## src/rtl/ps2_keyboard_init_seq.sv

```systemverilog
// ps2_keyboard_init_seq: PS/2 keyboard power-up init (reset, BAT, typematic, LEDs, enable) with ACK/BAT timeouts and bounded retry.
// Optional runtime LED update from S_DONE when PS2_KBD_LED_UPDATE_EN is defined.
`default_nettype none

module ps2_keyboard_init_seq #(
  parameter logic [31:0] WAIT_CYCLES   = 32'd500,
  parameter logic [31:0] ACK_TIMEOUT   = 32'd100000,
  parameter logic [31:0] BAT_TIMEOUT   = 32'd50000000,
  parameter logic [3:0]  MAX_RETRY     = 4'd3,
  parameter logic [7:0]  TYPEMATIC_ARG = 8'h20,
  parameter logic [2:0]  LED_INIT      = 3'b000
) (
  input  logic       clk,
  input  logic       rst_n,
  input  logic       i_reinit,
  output logic       o_command_valid,
  output logic [7:0] o_command_data,
  input  logic       i_command_ack,
  input  logic       i_command_err,
  input  logic       i_rx_valid,
  input  logic [7:0] i_rx_data,
  input  logic       i_led_req,
  input  logic [2:0] i_led_val,
  output logic       o_init_done,
  output logic       o_init_fail,
  output logic [3:0] o_retry_cnt,
  output logic [7:0] tp
);

  typedef enum logic [2:0] {
    S_IDLE     = 3'd0,
    S_SEND     = 3'd1,
    S_WAIT_ACK = 3'd2,
    S_WAIT_BAT = 3'd3,
    S_DONE     = 3'd4,
    S_FAIL     = 3'd5
  } state_t;

  state_t      r_state;
  logic [2:0]  r_step;
  logic [3:0]  r_retry;
  logic [31:0] r_timer;
  logic [2:0]  r_led;
  logic        r_led_mode;
  logic        r_cmd_valid;
  logic [7:0]  r_cmd_data;
  logic        r_done;
  logic        r_fail;

  state_t      w_state_nx;
  logic [2:0]  w_step_nx;
  logic [3:0]  w_retry_nx;
  logic [2:0]  w_led_nx;
  logic        w_led_mode_nx;
  logic        w_fail_ev;
  logic        w_timer_run;

  function automatic logic [7:0] cmd_byte(input logic [2:0] step, input logic [2:0] led);
    logic [7:0] b;
    case (step)
      3'd0:    b = 8'hFF;
      3'd1:    b = 8'hF3;
      3'd2:    b = TYPEMATIC_ARG;
      3'd3:    b = 8'hED;
      3'd4:    b = {5'b0, led};
      3'd5:    b = 8'hF4;
      default: b = 8'h00;
    endcase
    return b;
  endfunction

`ifndef PS2_KBD_LED_UPDATE_EN
  logic w_unused_led;
  assign w_unused_led = ^{i_led_req, i_led_val};
`endif

  always_comb begin
    w_state_nx    = r_state;
    w_step_nx     = r_step;
    w_retry_nx    = r_retry;
    w_led_nx      = r_led;
    w_led_mode_nx = r_led_mode;
    w_fail_ev     = 1'b0;
    if (i_reinit) begin
      w_state_nx    = S_IDLE;
      w_step_nx     = 3'd0;
      w_retry_nx    = 4'd0;
      w_led_nx      = LED_INIT;
      w_led_mode_nx = 1'b0;
    end else begin
      case (r_state)
        S_IDLE: begin
          if (r_timer >= WAIT_CYCLES) w_state_nx = S_SEND;
        end
        S_SEND: w_state_nx = S_WAIT_ACK;
        S_WAIT_ACK: begin
          // ack takes precedence over a simultaneous error
          if (i_command_ack) begin
            w_retry_nx = 4'd0;
            if (r_step == 3'd0) begin
              w_state_nx = S_WAIT_BAT;
            end else if (r_step == 3'd5 || (r_led_mode && r_step == 3'd4)) begin
              w_state_nx    = S_DONE;
              w_led_mode_nx = 1'b0;
            end else begin
              w_step_nx  = r_step + 3'd1;
              w_state_nx = S_SEND;
            end
          end else if (i_command_err || r_timer >= ACK_TIMEOUT) begin
            w_fail_ev = 1'b1;
          end
        end
        S_WAIT_BAT: begin
          if (i_rx_valid && i_rx_data == 8'hAA) begin
            w_step_nx  = 3'd1;
            w_state_nx = S_SEND;
          end else if ((i_rx_valid && i_rx_data == 8'hFC) || r_timer >= BAT_TIMEOUT) begin
            w_fail_ev = 1'b1;
          end
        end
        S_DONE: begin
`ifdef PS2_KBD_LED_UPDATE_EN
          if (i_led_req) begin
            w_led_nx      = i_led_val;
            w_step_nx     = 3'd3;
            w_led_mode_nx = 1'b1;
            w_state_nx    = S_SEND;
          end
`endif
        end
        S_FAIL:  w_state_nx = S_FAIL;
        default: w_state_nx = S_IDLE;
      endcase
      // A failure resends the current step; step stays 0 while awaiting BAT.
      if (w_fail_ev) begin
        if (r_retry == MAX_RETRY) begin
          w_state_nx = S_FAIL;
        end else begin
          w_retry_nx = r_retry + 4'd1;
          w_state_nx = S_SEND;
        end
      end
    end
  end

  assign w_timer_run = (r_state == S_IDLE) || (r_state == S_WAIT_ACK) || (r_state == S_WAIT_BAT);

  always_ff @(posedge clk or negedge rst_n) begin
    if (!rst_n) begin
      r_state     <= S_IDLE;
      r_step      <= 3'd0;
      r_retry     <= 4'd0;
      r_timer     <= 32'd0;
      r_led       <= LED_INIT;
      r_led_mode  <= 1'b0;
      r_cmd_valid <= 1'b0;
      r_cmd_data  <= 8'h00;
      r_done      <= 1'b0;
      r_fail      <= 1'b0;
    end else begin
      r_state    <= w_state_nx;
      r_step     <= w_step_nx;
      r_retry    <= w_retry_nx;
      r_led      <= w_led_nx;
      r_led_mode <= w_led_mode_nx;
      if (i_reinit || w_state_nx != r_state || !w_timer_run) begin
        r_timer <= 32'd0;
      end else begin
        r_timer <= r_timer + 32'd1;
      end
      // Outputs are registered from the next-state decode so they align with the state.
      r_cmd_valid <= (w_state_nx == S_SEND);
      r_cmd_data  <= (w_state_nx == S_SEND) ? cmd_byte(w_step_nx, w_led_nx) : 8'h00;
      r_done      <= (w_state_nx == S_DONE);
      r_fail      <= (w_state_nx == S_FAIL);
    end
  end

  assign o_command_valid = r_cmd_valid;
  assign o_command_data  = r_cmd_data;
  assign o_init_done     = r_done;
  assign o_init_fail     = r_fail;
  assign o_retry_cnt     = r_retry;
  assign tp              = {r_retry[1:0], r_step, r_state};

endmodule

`default_nettype wire
```

## config.mk

```make
export PLATFORM = sky130hd
export DESIGN_NAME = ps2_keyboard_init_seq
export DESIGN_NICKNAME = d
export VERILOG_FILES = /design/src/rtl/ps2_keyboard_init_seq.sv
export SDC_FILE = /design/constraint.sdc
export NUM_CORES = 1
export LEC_CHECK = 0
export ABC_AREA = 1
export CAP_MARGIN = 30
export CORE_AREA = 2 2 79 118
export CTS_BUF_LIST = sky130_fd_sc_hd__clkbuf_4 sky130_fd_sc_hd__clkbuf_8
export DETAILED_ROUTE_END_ITERATION = 8
export DIE_AREA = 0 0 81 120
export GPL_ROUTABILITY_DRIVEN = 0
export PLACE_DENSITY = 0.68
export SLEW_MARGIN = 20
export SYNTH_ARGS = -nofsm -noshare
export SYNTH_HDL_FRONTEND = slang
export SYNTH_SLANG_ARGS = --single-unit
export TNS_END_PERCENT = 1
```

## constraint.sdc

```tcl
create_clock -name clk -period 1.9 [get_ports clk]
set_input_delay 0.285 -clock clk [delete_from_list [all_inputs] [get_ports clk]]
set_output_delay 0.285 -clock clk [all_outputs]
set_load 0.02 [all_outputs]
```

==> results of run 1 <==
-- final cells by class --
cell class,count,area (um2),share of cell area
clock buffers,6,82.58,0.01865
clock inverters,2,38.79,0.008760
inverters,54,205.2,0.04634
multi-input cells,299,1817,0.4103
flip-flops and latches,55,1384,0.3125
well taps,110,137.6,0.03108
repair buffers,85,763.2,0.1724
-- power by group --
part | internal (mW) | total [mW] | switching [mW]
clock | 0.434 | 0.846 | 0.412
sequential | 1.32 | 1.42 | 0.0977
combinational | 0.811 | 1.91 | 1.09
-- placed cells by master, fill, tap and decap left out, drive strengths merged --
| master | count |
|---|---|
| a21oi | 15 |
| and2 | 1 |
| and3b | 1 |
| buf | 49 |
| bufinv | 1 |
| clkbuf | 6 |
| clkdlybuf4s50 | 35 |
| clkinv | 1 |
| conb | 6 |
| dfrtp | 55 |
| dlygate4sd3 | 1 |
| ha | 6 |
| inv | 54 |
| nand2 | 80 |
| nand3 | 34 |
| nand3b | 2 |
| nand4 | 5 |
| nor2 | 94 |
| nor3 | 8 |
| nor3b | 1 |
| nor4 | 4 |
| o211ai | 1 |
| o21ai | 16 |
| xnor2 | 6 |
| xor2 | 19 |
-- worst max-delay path, cell delays in order (launching register included) --
cell and delay, ns:
dfrtp_1 0.44, nand4_1 0.18, nor2_2 0.16, nand3_1 0.16, nor2_2 0.13, nand2_1 0.13, nor2_1 0.19, nand3_1 0.12
xor2_1 0.24, nor2_4 0.05
-- metal layers --
| metal | vias up | wire length, um | GRT usage |
|---|---|---|---|
| met5 | - | 0 | 0 |
| met4 | 0 | 162 | 0.07415 |
| met3 | 12 | 262 | 0.03383 |
| met2 | 52 | 4267 | 0.3135 |
| met1 | 1352 | 2842 | 0.1805 |
| li1 | 1451 | - | - |
-- repair_timing --
action	in CTS	in global routing
hold buffers	1	0
hold endpoints to repair	55	0
gates resized for setup	8	14
endpoints found under the setup margin	20	38
cloned	0	0
pin swaps	1	0
buffers inserted	2	0
-- Yosys cell counts --
| master | number |
|---|---|
| nand3_2 | 4 |
| nand3_1 | 28 |
| nor3_1 | 8 |
| buf_6 | 1 |
| nand2_2 | 8 |
| buf_2 | 1 |
| nor2_2 | 6 |
| nand2_4 | 3 |
| xnor2_1 | 6 |
| nand3b_1 | 2 |
| clkinv_1 | 1 |
| buf_12 | 2 |
| and3b_2 | 1 |
| nand4_1 | 5 |
| inv_1 | 47 |
| nor2_1 | 63 |
| a21oi_4 | 2 |
| inv_4 | 1 |
| and2_1 | 1 |
| inv_2 | 5 |
| o21ai_1 | 2 |
| xor2_1 | 19 |
| a21oi_1 | 12 |
| nor2_8 | 1 |
| nand3_4 | 2 |
| nor2_4 | 24 |
| dfrtp_1 | 55 |
| conb_1 | 1 |
| o211ai_1 | 1 |
| a21oi_2 | 1 |
| ha_1 | 6 |
| nor3b_1 | 1 |
| buf_4 | 3 |
| o21ai_0 | 14 |
| nor4_1 | 4 |
| nand2_1 | 69 |
-- logic make-up (layout without fill, tap and decap cells) --
family	Yosys count	in the layout	share of synthesized area
simple gates	230	230	0.3694
buf+inv	61	147	0.08342
flops	55	55	0.4043
compound gates	32	32	0.05550
xor+xnor	25	25	0.06431
fa+ha+maj	6	6	0.02205
other cells	1	6	0.001101
-- per-stage QoR --
stage	instance area [um2]	TNS [ns]
floorplan	3423	0
global placement	4220	-8.235
detailed placement	4220	-8.630
CTS	4392	-0.007581
global route	4428	-4.057
finish	4428	-0.004247
-- final timing paths --
kind | endpoint | cells after the start | slack (ns)
max | r_timer[21] | 9 | -0.004
min in group clk | r_led[1] | 2 | 0.48
min | r_timer[14] | 3 | 0.47
max reg2reg | r_timer[21] | 9 | -0.004
min reg2reg | r_led[1] | 2 | 0.48
max in group asynchronous | r_timer[19] | 3 | 1.16
-- registers in the layout, summed over array words and instances, names as in the netlist --
name,flops
r_step,3
r_timer,32
r_state,3
o_retry_cnt,4
o_init_done,1
o_command_data,7
o_command_valid,1
r_led,3
o_init_fail,1
==> impl_metrics.toml, run 1 <==
[floorplan]
die-height_um = 120
rows = 42
top_level_ports = 41
core_area_um2 = 8723
die_x_um = 81
start_util = 0.3903
dieArea_um2 = 9720

[synth]
netlist_instances = 410
yosys.area.top_type = "dfrtp_1"
synth_top_area_share = 0.4043
syn_avg_cell_area_um2 = 8.304
synth_area_um2 = 3405
ys_seq_elements = 55
synthTopCellsByArea = "dfrtp_1, nor2_4, nand2_1"
yosys_warnings = 0
ys_seq_area_frac = 0.4043
synth_cell_type_count = 36

[place]
place_inst = 600
placement.io_buffers = 36
place_ws_ns = -0.3033
hpwlAfterDp_um = 5785

[worst_setup_path]
reg2reg_from = "r_timer[3]"
crit_type = "reg -> reg"
crit_arrival_ns = 2.12
critPathLaunch = "r_timer[3]"
crit_fanout = 5
cp.required_ns = 2.12
worstSetupStartpointType = "register"
critPathCaptureType = "register"

[pwr]
p_per_area_nw_per_um2 = 941.2
p_leak_nw = 1.918
p_total_mw = 4.168
vdd_drop_max_v = 0.0006264

[finish]
nets = 524
fillers = 881
utilization = 0.5076
syn_to_final_growth_pct = 30.06
final_cells = 611
post_route_cells_drive_above_1_share = 0.2695
antennaDiodeCount = 0

[sta]
timing.final.ws_setup_ns = -0.004247
clock_skew_ns = 0.01423
maxSlewViolCount = 0
hold_viol_final = 0
period_minus_slack_ns = 1.904
fin_crit_sh = 1.002
hold_ws_ns = 0.4733
rsz0062_at_grt = "yes"
fmax_mhz = 525.1
setup_viol = 1

[cts]
h-tree-depth = 2
insertion_delay_ns = 0.33
cts.sinks = 55
cts_buffers = 5
cts_tree = "yes"
clk_pin_slew_ns = 0.10
clockBufferDepth = 2
root_buffer = "clkbuf_8"

[routing]
wl_um = 7534
drtAntennaViolNets = 0
wire_per_inst_um = 12.33
via_per_inst = 4.692
drtIter0Drc = 97
num_vias = 2867
drt-pass1-iter-count = 4
drc = 0

[run_status]
status = "finished with violations"
violations = "setup timing"

[grt]
antenna_found_initial = 0
overflow = 0
grt_start_max_net_pins = 56
grt_pass1_vias = 2942
track_usage = 0.1699
grt_first_pass_wirelength_um = 12780

[run]
cap_violations = 0

[worst_hold_path]
min_path_type = "in -> async"
Note: power is estimated with default switching activity, not from simulation.
==> run 2, diff against run 1 <==
--- a/config.mk
+++ b/config.mk
@@ -12,6 +12,7 @@
 export DETAILED_ROUTE_END_ITERATION = 8
 export DIE_AREA = 0 0 81 120
 export GPL_ROUTABILITY_DRIVEN = 0
+export MAX_ROUTING_LAYER = met4
 export PLACE_DENSITY = 0.68
 export SLEW_MARGIN = 20
 export SYNTH_ARGS = -nofsm -noshare
==> impl_metrics.toml, run 2 (same netlist as run 1, synthesis figures left out) <==
[routing]
wl_um = 7530
wire_per_inst_um = 12.32
via_per_inst = 4.712
drt-pass1-iter-count = 4
drc = 0
drtAntennaViolNets = 0
num_vias = 2879
drtIter0Drc = 102

[finish]
utilization = 0.5070
post_route_cells_drive_above_1_share = 0.2655
antennaDiodeCount = 0
largest_reg_flops = 32
largest_register = "r_timer"
syn_to_final_growth_pct = 29.92
final_common_cell = "nand2_1"
final_cell_mix = "nand2_1, nor2_1, dfrtp_1, inv_1, buf_4"
nets = 524

[worst_setup_path]
crit_fanout = 5
crit_arrival_ns = 2.12
worstSetupStartpointType = "register"
slowest_delay_ns = 0.44
critPathCaptureType = "register"
cp.required_ns = 2.11
rrSetupSlack_ns = -0.001
crit_type = "reg -> reg"
crit_slowest_cell = "dfrtp_1"
crit_chain = "nand4_1 -> nor2_2 -> nand3_1 -> nor2_2 -> nand2_1 -> nor2_1 -> nand3_1 -> xor2_1 -> nor2_4"

[grt]
overflow = 0
track_usage = 0.1746
antenna_found_initial = 0
grt_start_max_net_pins = 56
grt_pass1_vias = 2940
grt_first_pass_wirelength_um = 12810

[sta]
fmax_mhz = 526.0
fin_crit_sh = 1.001
hold_viol_final = 0
clock_skew_ns = 0.007276
fin_setup_tns_ns = -0.001112
maxSlewViolCount = 0
setup_viol = 1
hold_ws_ns = 0.4745
period_minus_slack_ns = 1.901
rsz0062_at_grt = "yes"
timing.final.ws_setup_ns = -0.001112

[pwr]
p_total_mw = 4.161
p_per_area_nw_per_um2 = 940.9
p_leak_nw = 1.918
vdd_drop_max_v = 0.0006263

[floorplan]
rows = 42
core_area_um2 = 8723
dieArea_um2 = 9720
top_level_ports = 41
die_x_um = 81
die-height_um = 120
start_util = 0.3903

[worst_hold_path]
min_path_type = "reg -> reg"

[place]
placement.io_buffers = 36
hpwlAfterDp_um = 5785
place_ws_ns = -0.3033

[cts]
root_buffer = "clkbuf_8"
insertion_delay_ns = 0.32
cts_buffers = 5
cts_tree = "yes"
clk_pin_slew_ns = 0.10
clockBufferDepth = 2
h-tree-depth = 2
cts.sinks = 55

[run]
cap_violations = 0

[run_status]
violations = "setup timing"
status = "finished with violations"
run 2: cell type report:
cell class                 count  area [um2]
tap                          110       137.6
fill                         884        4300
clock buffer                   6       82.58
inverter                      54       205.2
timing repair buffer          85       763.2
sequential                    55        1384
multi-input combinational    299        1812
clock inverter                 2       38.79
run 2: per-stage QoR:
| step | instances | instance area [um2] |
|---|---|---|
| final | 611 | 4423 |
| after global routing | 611 | 4423 |
| after CTS | 611 | 4392 |
| after detailed placement | 600 | 4220 |
| after global placement | 600 | 4220 |
| after floorplan | 415 | 3423 |
run 2: path summary, 6_finish.rpt:
check	startpoint	endpoint	depth (start not counted)
max reg2reg	r_timer[3]	r_timer[21]	9
min in group asynchronous	rst_n	r_timer[14]	3
min reg2reg	r_led[1]	r_led[1]	2
max	r_timer[3]	r_timer[21]	9
min	r_led[1]	r_led[1]	2
max in group asynchronous	rst_n	r_step[0]	3
run 2: report_power, final:
| part | internal, mW | total [mW] | switching, mW |
|---|---|---|---|
| clock network | 0.434 | 0.842 | 0.407 |
| logic | 0.811 | 1.90 | 1.09 |
| registers | 1.32 | 1.42 | 0.0973 |
| total | 2.56 | 4.16 | 1.60 |
run 2: critical path: cells and delay by family (launching register included):
family,cells,cell delay (ns)
AND/OR/NAND/NOR,8,1.11
XOR/XNOR,1,0.24
flip-flops,1,0.44
run 2: layer usage:
metal | global-route usage | share of wire | vias to the layer above
met5 | - | 0 | -
met4 | 0.07415 | 0.020 | 0
met3 | 0.03008 | 0.023 | 11
met2 | 0.3115 | 0.57 | 45
met1 | 0.1854 | 0.39 | 1370
li1 | - | - | 1453
run 2: what timing repair did:
action,4_1_cts,5_1_grt
endpoints found under the setup margin,20,38
pin swaps,1,0
setup buffers,2,0
hold endpoints to repair,55,0
gates resized for setup,8,12
hold buffers,1,0
==> run 3, diff against run 2 <==
--- a/config.mk
+++ b/config.mk
@@ -7,13 +7,13 @@
 export LEC_CHECK = 0
 export ABC_AREA = 1
 export CAP_MARGIN = 30
-export CORE_AREA = 2 2 79 118
-export CTS_BUF_LIST = sky130_fd_sc_hd__clkbuf_4 sky130_fd_sc_hd__clkbuf_8
+export CORE_AREA = 2 2 84 126
+export CTS_BUF_LIST = sky130_fd_sc_hd__clkbuf_4
 export DETAILED_ROUTE_END_ITERATION = 8
-export DIE_AREA = 0 0 81 120
+export DIE_AREA = 0 0 86 128
 export GPL_ROUTABILITY_DRIVEN = 0
 export MAX_ROUTING_LAYER = met4
-export PLACE_DENSITY = 0.68
+export PLACE_DENSITY = 0.61
 export SLEW_MARGIN = 20
 export SYNTH_ARGS = -nofsm -noshare
 export SYNTH_HDL_FRONTEND = slang
==> impl_metrics.toml, run 3 (same netlist as run 1, synthesis figures left out) <==
[run_status]
status = "finished with violations"
violations = "setup timing"

[sta]
setup_viol = 19
relSlewSlack = 0.6502
clock_skew_ns = 0.01741
fmax_mhz = 523.4
timing.final.ws_setup_ns = -0.01076
fin_crit_sh = 1.006
maxSlewViolCount = 0
period_minus_slack_ns = 1.911
worst_pin_slew_ns = 0.5247
hold_viol_final = 0
rsz0062_at_grt = "yes"

[cts]
clockBufferDepth = 2
insertion_delay_ns = 0.39
clk_pin_slew_ns = 0.17
cts_buffers = 5
postCtsSetupRepairBufs = 0
cts_tree = "yes"
cts.sinks = 55
root_buffer = "clkbuf_4"
h-tree-depth = 2

[routing]
drtIter0Drc = 93
wire_per_inst_um = 12.33
met1_length_um = 3108
wl_met3_um = 196
met2WireLength_um = 4003
num_vias = 2830
drt-pass1-iter-count = 4
via_per_inst = 4.587
dr.max_layer_used = "met4"
wl_um = 7606
drtAntennaViolNets = 0
drc = 0

[floorplan]
rows = 45
top_level_ports = 41
start_util = 0.3416
die-height_um = 128
dieArea_um2 = 11010
core_area_um2 = 9966
die_x_um = 86

[finish]
largest_register = "r_timer"
fillers = 987
utilization = 0.4385
syn_to_final_growth_pct = 28.37
antennaDiodeCount = 0
nets = 523
final_cell_mix = "nand2_1, nor2_1, dfrtp_1, inv_1, buf_4"
largest_reg_flops = 32
regArea_um2 = 1379
multiInputGateArea_um2 = 1824
final_common_cell = "nand2_1"
final_cells = 617
post_route_cells_drive_above_1_share = 0.2580

[grt]
overflow = 0
track_usage = 0.1541
antenna_found_initial = 0
grt_first_pass_wirelength_um = 13200
grt_start_max_net_pins = 23
grt_pass1_vias = 3018

[worst_setup_path]
crit_slowest_cell = "dfrtp_1"
endpoint = "r_timer[11]"
crit_top_cell = "nand2_2"
critPathLaunch = "r_timer[19]"
cp_num_cells = 12
rrSetupSlack_ns = -0.01
crit_chain = "nor2_4 -> nand2_2 -> nor2_2 -> and2_1 -> nand2_1 -> a21oi_2 -> nand3_2 -> nand2_2 -> nand2_2 -> nand3_4 -> buf_12 -> nor2_4"
crit_fanout = 10
worstSetupStartpointType = "register"
critPathCaptureType = "register"
crit_arrival_ns = 2.21
cp_top_family = "simple AND/OR/NAND/NOR gates"
slowest_delay_ns = 0.50
reg2reg_from = "r_timer[19]"
crit_buf_inv = 1
reg2reg_depth = 12
crit-reg2reg-capture = "r_timer[11]"
crit_type = "reg -> reg"
cp.required_ns = 2.20

[pwr]
p_leak_nw = 1.929
vdd_drop_max_v = 0.0006084
swShare = 0.4167
p_per_area_nw_per_um2 = 891.0
switchingPower_mw = 1.623
p_seq_frac = 0.365
comb_power_share = 0.490
clockPowerShare = 0.145
p_int_mw = 2.271

[place]
place_inst = 608
placement.io_buffers = 36
place_ws_ns = -0.2507
hpwlAfterDp_um = 5941

[run]
cap_violations = 0

[worst_hold_path]
min_path_type = "in -> async"
## run 3: changes by cell type in the layout (fill, tap and decap cells not counted), moves of 2 or more
cell | previous run | this run
o21ai_1 | 4 | 6
dfrtp_1 | 49 | 53
o21ai_0 | 12 | 10
clkbuf_4 | 0 | 5
dlymetal6s2s_1 | 0 | 2
clkbuf_8 | 6 | 0
clkdlybuf4s50_1 | 35 | 33
dfrtp_2 | 6 | 2
## run 3: power by group through the flow
stage,Combinational [mW],Sequential (mW),Clock [mW]
6_report,1.91,1.42,0.567
5_1_grt,2.08,1.44,0.643
4_1_cts,1.90,1.42,0.589
3_5_place_dp,1.86,1.44,0
3_3_place_gp,1.85,1.44,0
2_1_floorplan,0.981,1.60,0
## run 3: worst min-delay path by stage
| stage | from | depth (start not counted) | end |
|---|---|---|---|
| 2_1_floorplan | rst_n | 0 | o_command_data[0] |
| 3_3_place_gp | rst_n | 1 | r_timer[10] |
| 6_report | rst_n | 2 | o_retry_cnt[2] |
| 5_1_grt | rst_n | 2 | o_retry_cnt[3] |
| 4_1_cts | rst_n | 2 | o_retry_cnt[2] |
| 3_5_place_dp | rst_n | 1 | r_timer[10] |
## run 3: metal layers
layer	GRT usage	vias up
met2	0.2709	62
met4	0.08123	0
li1	-	1447
met5	-	-
met1	0.1652	1297
met3	0.02189	24
## run 3: layout make-up
type	instances	share of cell area
timing repair buffer	84	0.1721
tap	117	0.03350
clock buffer	5	0.008589
multi-input combinational	299	0.4174
inverter	54	0.04695
sequential	55	0.3155
clock inverter	3	0.006012
## run 3: through the flow
stage | total power, mW | setup TNS, ns | hold slack [ns] | instance area, um2
after floorplan | 2.585 | 0 | -0.01059 | 3423
after CTS | 3.914 | -0.02006 | 0.3643 | 4343
final | 3.894 | -0.1370 | 0.3682 | 4370
after global routing | 4.158 | -5.346 | 0.3797 | 4370
after detailed placement | 3.300 | -8.658 | 0.2921 | 4224
after global placement | 3.287 | -7.885 | 0.2798 | 4224
## run 3: what timing repair did
item	4_1_cts	5_1_grt
pin swaps	0	1
endpoints found under the setup margin	26	43
endpoints found under the hold margin	20	0
gates resized for setup	10	12
hold buffers	1	0
